===== src/rtl/alu_result_stage.sv =====
// ALU result buffer: small circular FIFO that recomputes zero, decodes write-back enable and tracks the divider remainder.
// Optional overflow trapping on add/sub is enabled by defining ALU_RESULT_OVF_TRAP_EN.
module alu_result_stage #(
    parameter int WIDTH = 64,
    parameter int DEPTH = 2
) (
    input  logic             clk,
    input  logic             rst,
    input  logic             in_valid,
    output logic             in_ready,
    input  logic [3:0]       in_alu_ctrl,
    input  logic [WIDTH-1:0] in_result,
    input  logic             in_overflow,
    input  logic [WIDTH-1:0] in_r,
    input  logic [4:0]       in_rd,
    input  logic             flush,
    output logic             out_valid,
    input  logic             out_ready,
    output logic [WIDTH-1:0] out_result,
    output logic [4:0]       out_rd,
    output logic             out_zero,
    output logic             out_wb_en,
    output logic [WIDTH-1:0] hi_reg,
    output logic             ovf_trap
);
    localparam int PTR_W = (DEPTH > 1) ? $clog2(DEPTH) : 1;
    localparam int CNT_W = $clog2(DEPTH + 1);

    logic [PTR_W-1:0] wr_ptr_reg;
    logic [PTR_W-1:0] rd_ptr_reg;
    logic [CNT_W-1:0] count_reg;

    logic [WIDTH-1:0] result_mem [DEPTH];
    logic [4:0]       rd_mem     [DEPTH];
    logic             zero_mem   [DEPTH];
    logic             wb_mem     [DEPTH];

    logic push;
    logic pop;
    logic wb_base;
    logic ovf_hit;
    logic wb_store;

    assign in_ready  = (count_reg < CNT_W'(DEPTH));
    assign out_valid = (count_reg != '0);
    assign push      = in_valid && in_ready && !flush;
    assign pop       = out_valid && out_ready && !flush;

    always_comb begin
        wb_base = 1'b0;
        case (in_alu_ctrl)
            4'b0000, 4'b0001, 4'b0010,
            4'b0100, 4'b0110, 4'b0111: wb_base = 1'b1;
            default:                   wb_base = 1'b0;
        endcase
    end

`ifdef ALU_RESULT_OVF_TRAP_EN
    assign ovf_hit = in_overflow && ((in_alu_ctrl == 4'b0010) || (in_alu_ctrl == 4'b0110));

    // Pulse lands in the cycle right after the trapping push.
    always_ff @(posedge clk) begin
        if (rst) begin
            ovf_trap <= 1'b0;
        end else begin
            ovf_trap <= push && ovf_hit;
        end
    end
`else
    logic unused_overflow;
    assign unused_overflow = in_overflow;
    assign ovf_hit         = 1'b0;
    assign ovf_trap        = 1'b0;
`endif

    assign wb_store = wb_base && !ovf_hit;

    // Pointers wrap naturally because DEPTH is a power of two.
    always_ff @(posedge clk) begin
        if (rst || flush) begin
            wr_ptr_reg <= '0;
            rd_ptr_reg <= '0;
            count_reg  <= '0;
        end else begin
            if (push) begin
                wr_ptr_reg <= wr_ptr_reg + PTR_W'(1);
            end
            if (pop) begin
                rd_ptr_reg <= rd_ptr_reg + PTR_W'(1);
            end
            case ({push, pop})
                2'b10:   count_reg <= count_reg + CNT_W'(1);
                2'b01:   count_reg <= count_reg - CNT_W'(1);
                default: count_reg <= count_reg;
            endcase
        end
    end

    always_ff @(posedge clk) begin
        if (push && !rst) begin
            result_mem[wr_ptr_reg] <= in_result;
            rd_mem[wr_ptr_reg]     <= in_rd;
            zero_mem[wr_ptr_reg]   <= (in_result == '0);
            wb_mem[wr_ptr_reg]     <= wb_store;
        end
    end

    always_ff @(posedge clk) begin
        if (rst) begin
            hi_reg <= '0;
        end else if (push && (in_alu_ctrl == 4'b0100)) begin
            hi_reg <= in_r;
        end
    end

    // Head fields are forced to zero whenever nothing is buffered.
    assign out_result = out_valid ? result_mem[rd_ptr_reg] : '0;
    assign out_rd     = out_valid ? rd_mem[rd_ptr_reg]     : '0;
    assign out_zero   = out_valid ? zero_mem[rd_ptr_reg]   : 1'b0;
    assign out_wb_en  = out_valid ? wb_mem[rd_ptr_reg]     : 1'b0;
endmodule


===== config.mk =====
export PLATFORM = sky130hd
export DESIGN_NAME = alu_result_stage
export DESIGN_NICKNAME = d
export VERILOG_FILES = /design/src/rtl/alu_result_stage.sv
export SDC_FILE = /design/constraint.sdc
export NUM_CORES = 1
export LEC_CHECK = 0
export CORE_MARGIN = 2
export CORE_UTILIZATION = 45
export DETAILED_ROUTE_END_ITERATION = 10
export PLACE_DENSITY = 0.76
export SLEW_MARGIN = 20
export SYNTH_ARGS = -nofsm -noshare
export SYNTH_HDL_FRONTEND = slang
export SYNTH_SLANG_ARGS = --single-unit

===== constraint.sdc =====
create_clock -name clk -period 17.3 [get_ports clk]
set_clock_uncertainty 0.05 [all_clocks]
set_input_delay 4.325 -clock clk [delete_from_list [all_inputs] [get_ports clk]]
set_output_delay 4.325 -clock clk [all_outputs]
set_load 0.01 [all_outputs]

# Yosys cells after proc, flatten, opt, wreduce, memory -nomap -nowiden
# Memory sizes are Yosys's and may differ from the RTL's. A register that Yosys moved wholly into a read port is not among the register bits.
# Cells that the tools add are included.
# totals
register_bits	68
latch_bits	0
ramBits	142
rom_bits	0
input_bits	143
output_inout_bits	138
wordCells	50
memories	4
# classes
n_addsub	4
multipliers	0
div	0
magnitude_cmp	1
eq_ne	7
n_shift	0
n_mux	16
bitwise_logic	0
n_reduce_logical	14
# mem_list
name	depth	word_bits	rd	rd_ports_with_merged_regs	wr	line_no	rtl
result_mem	2	64	1	1	1	33	logic [WIDTH-1:0] result_mem [DEPTH];
rd_mem	2	5	1	1	1	34	logic [4:0] rd_mem [DEPTH];
wb_mem	2	1	1	1	1	36	logic wb_mem [DEPTH];
zero_mem	2	1	1	1	1	35	logic zero_mem [DEPTH];
# ops
operator	n
logical NOT 64 bit	1
2-to-1 mux 64 bit	1
2-to-1 mux 1 bit	13
equality test 4 x 3 -> 1 bit, second input constant	3
logical AND 1 bit	6
OR reduction 6 bit	1
2-to-1 mux 5 bit	1
equality test 4 x 1 -> 1 bit, second input constant	1
equality test 4 x 2 -> 1 bit, second input constant	1
logical NOT 4 bit	1
one-hot mux 2 bit (2 select lines)	1
nonzero test 2 bit	2
adder 1 bit, second input constant	2
adder 2 x 1 -> 2 bit, second input constant	1
equality test 2 x 1 -> 1 bit, second input constant	1
equality test 2 bit, second input constant	1
logical NOT 1 bit	2
less-than comparator 2 bit, second input constant	1
subtractor 2 x 1 -> 2 bit, second input constant	1
logical OR 1 bit	1

# Logic depth before layout (Yosys ltp)
# depth
ltp_word	6
depth_mapped	8

# Least setup slack after synthesis
# No wires, ideal clock.
# synth_path
path_kind	in2reg
startpoint	in flush
endpoint	mem rd_mem[1][0], enable pin
setup_time_ns	0.602
arrival_time_ns	10.130
slack_ns	6.518
path_stages	5
path_cell_list	nor3b_2 -> inv_1 -> buf_2 -> buf_4 -> nor3b_1
# synth_via
elab_chain_cells	5
# synth_lines
element	line_no	rtl
start, declared	16	input logic flush,
logical NOT 1 bit	46	assign push = in_valid && in_ready && !flush;
logical AND 1 bit	46	
logical AND 1 bit	100	if (push && !rst) begin
2-to-1 mux 1 bit	100	
2-to-1 mux 1 bit (implied by the code)	102	rd_mem[wr_ptr_reg] <= in_rd;
end, declared	34	
# No other way between the ends.

# Final worst setup path
# layout_path
startpoint	in flush
endpoint	reg count_reg[1]
# layout_via
elab_chain_cells	4
elab_cells_between_ends	8
cone_classes	eq/ne (2); mux (1); reduce/logical (5)
# layout_lines
element	line_no	rtl
logical NOT 1 bit	46, 47	
logical AND 1 bit (on tied branches)	47, 46	
equality test 2 x 1 -> 1 bit or equality test 2 bit (tied branches)	91	case ({push, pop})
one-hot mux 2 bit (2 select lines) or nonzero test 2 bit (tied branches)	n/a	
end signal, assigned	92	2'b10: count_reg <= count_reg + CNT_W'(1);
end signal, assigned	93	2'b01: count_reg <= count_reg - CNT_W'(1);
end signal, assigned	94	default: count_reg <= count_reg;
end, declared	31	logic [CNT_W-1:0] count_reg;
# Several ways; a longest one is shown, not always the timed one.
# A chain may end at the register's enable or synchronous reset.

==> results.md <==
* Vias post-DR at around 6.0k
* Leakage at 3.71 nW
* Top cells by area, synth: edfxtp_1 52%, dfxtp_1 17%, mux2i_1 8.7%, a21oi_1 4.0%, nand3_1 3.9%
* Vias in the first global route at roughly 5.9k
* Nets@finish at 1047
* Ys flop type: edfxtp_1
* Hold WC Path Type: register to register
* Max VDD drop at 0.0000920 V
* Top cell type's share of synthesized area at about half
* RSZ-0062 raised after global routing: no
* Register-to-Register Path Depth at 7
* Height of the die at 139 um
* Die Span X at 139 um
* CTS H-tree depth at 1
* Antenna Nets Post-Route at 0
* Syn_area_per_cell at 12.8 um2
* Setup bufs post-CTS at 0
* Number of max-cap violations at 0
* Port bufs at 278
* Multi-input combinational cell area at 2300 um2
* Cell Rows at 49
* Worst path arrival time at roughly 7500 ps
* Initial DRC count at around 270
* Largest register FFs at 128
* Fillers at 1374
* Final GP Congestion at roughly 0.76
* Residual DRC count at 0
* Setup TNS Final at 0 ps
* Cell count after synthesis at 644
* Slew @ Worst Pin at 1030 ps
* Drt via density at 5.25
* Status: completed
* CTS Buf Count at 22
* CTS sink cnt at 211
* Initial Utilization at 45.7%
* ANT cells at 0
* Post-Route Utilization at 65.9%
* Top cells by instance count after synthesis: 142 x edfxtp_1, 73 x nor2_1, 71 x mux2i_1
* Depth of the worst hold-timing path at 2
* Post-synth top area cell: edfxtp_1
* Clock transition at the registers of the reported paths at 60 ps
* Total power at between 1 and 1.5 mW
* Clock root cell: clkbuf_16
* Hold Startpoint: hi_reg[57]
* R2R Path End: count_reg[1]
* Crit end category: register
* FMAX at 140 MHz
* Routed WL at 20.5 mm
* Yosys cell types at 28
* Number of synthesized register bits at 211
* First-pass iteration count of the detailed router at 6
* Die area at 19300 um2
* Worst Setup SP: flush
* Global-route wire length before repair at approximately 32 mm
* Register area at 5650 um2
* Core box area at 18000 um2
* Final count of hold timing violations at 0
* Slew margin rel. at between 30% and 40%
* Initial antenna violation count at 0
* GR Util All Layers at 20.4%
* Post-route cell area at 11800 um2
* P&R area growth vs syn at 44.2%
* Slew Viols, Final at 0
* CTS-repair resized insts at 0
* IO Count at 281
* Reg-to-Reg Start: count_reg[1]
* Post-CTS Hold Fix Bufs at 0
* PD cells at 94.1 nW/um2
* Yosys warning count at 0
* CP Class: input pin to register
* CTS tree: yes
* Worst-Skew Late Latency at 490 ps
* Final period util at 41.3%
* CP Capture Point: count_reg[1]
* Worst Path Max Fanout at 66
* Count leader, synth: edfxtp_1
* Gr ovfl total at 0
* Largest net degree at the start of global routing at 73
* Reg2reg setup slack at between 10000 and 15000 ps
* Worst-case clock buffer depth at 3
* Wire per inst at between 15 and 20 um
* Seq/Total Area, Yosys at 68.7%
* WP data required at 17660 ps
* Share of layout cells above drive strength 1 at 6.75%
* Post-synthesis instance area at 8210 um2
* Cell area after placement at 11100 um2
* Number of synthesized flops with an enable pin at 142
* Post-Syn Nets at roughly 800
* Final min period at 7150 ps
* CP Launch Type: input pin
* Post-synth ARST share at 0%
* Final setup fails at 0
* DP HPWL at 13.1 mm
[per-stage QoR]
stage / cells / hold slack [ps] / worst slack, ps
2_1_floorplan: 644 / 437 / 6520
3_5_place_dp: 1108 / 404 / 9590
3_3_place_gp: 1108 / 399 / 9590
6_report: 1147 / 410 / 10150
5_1_grt: 1147 / 433 / 9850
4_1_cts: 1147 / 413 / 10110
[cell families (layout without fill, tap and decap cells)]
family | after synthesis | in the layout | share of synthesized area, %
flops | 211 | 211 | 68.7
simple gates | 168 | 168 | 9.69
compound gates | 132 | 132 | 8.58
mux | 71 | 71 | 8.65
buf+inv | 55 | 329 | 3.60
xor+xnor | 5 | 5 | 0.533
fa+ha+maj | 1 | 1 | 0.152
other cells | 1 | 1 | 0.0457
[worst min-delay path by stage]
| stage | to |
|---|---|
| 6_report | hi_reg[57] |
| 5_1_grt | hi_reg[18] |
| 4_1_cts | hi_reg[58] |
| 3_5_place_dp | hi_reg[58] |
| 3_3_place_gp | hi_reg[58] |
| 2_1_floorplan | hi_reg[0] |
[cell type report]
type	count	share of cell area (%)
Tap cell	229	2.42
Clock inverter	14	1.42
Inverter	3	0.0951
Multi-Input combinational cell	378	19.4
Clock buffer	25	4.92
Timing Repair Buffer	287	24.0
Sequential cell	211	47.7
[layout by cell type, fill, tap and decap left out, drive strengths merged, types with 2 or more instances in the layout]
| cell type | Yosys | routed |
|---|---|---|
| clkdlybuf4s50 | 0 | 277 |
| edfxtp | 142 | 142 |
| nor2 | 73 | 73 |
| mux2i | 71 | 71 |
| dfxtp | 69 | 69 |
| o21ai | 66 | 66 |
| a21oi | 65 | 65 |
| nand3 | 64 | 64 |
| clkbuf | 22 | 25 |
| nor4 | 17 | 17 |
| buf | 30 | 10 |
| clkinv | 0 | 6 |
| nor3 | 5 | 5 |
| nand4 | 4 | 4 |
| bufinv | 0 | 4 |
| clkinvlp | 0 | 4 |
| xor2 | 3 | 3 |
| inv | 3 | 3 |
| xnor2 | 2 | 2 |
| nor3b | 2 | 2 |
[critical path: stages]
cell and delay [ps]:
clkdlybuf4s50_1 570, nor3b_4 220, buf_4 600, inv_2 390
buf_4 400, ha_1 390, or3_1 350, a211oi_1 210
[metal layers]
metal / part of all wire, % / vias up / track usage (%) / wire length [um]
met1: 42 / 2856 / 27.3 / 8580
li1: - / 2903 / - / -
met4: 1.4 / 0 / 4.31 / 284
met5: 0 / - / 0 / 0
met2: 47 / 232 / 32.3 / 9690
met3: 9.5 / 26 / 7.46 / 1950
[power breakdown]
part	leakage (nW)	switching (mW)	total [mW]	internal, mW
sequential	1.85	0.00235	0.548	0.546
clock	0.357	0.185	0.485	0.300
combinational	1.50	0.0374	0.0823	0.0448
No activity file was read; power rests on OpenSTA's default activity.
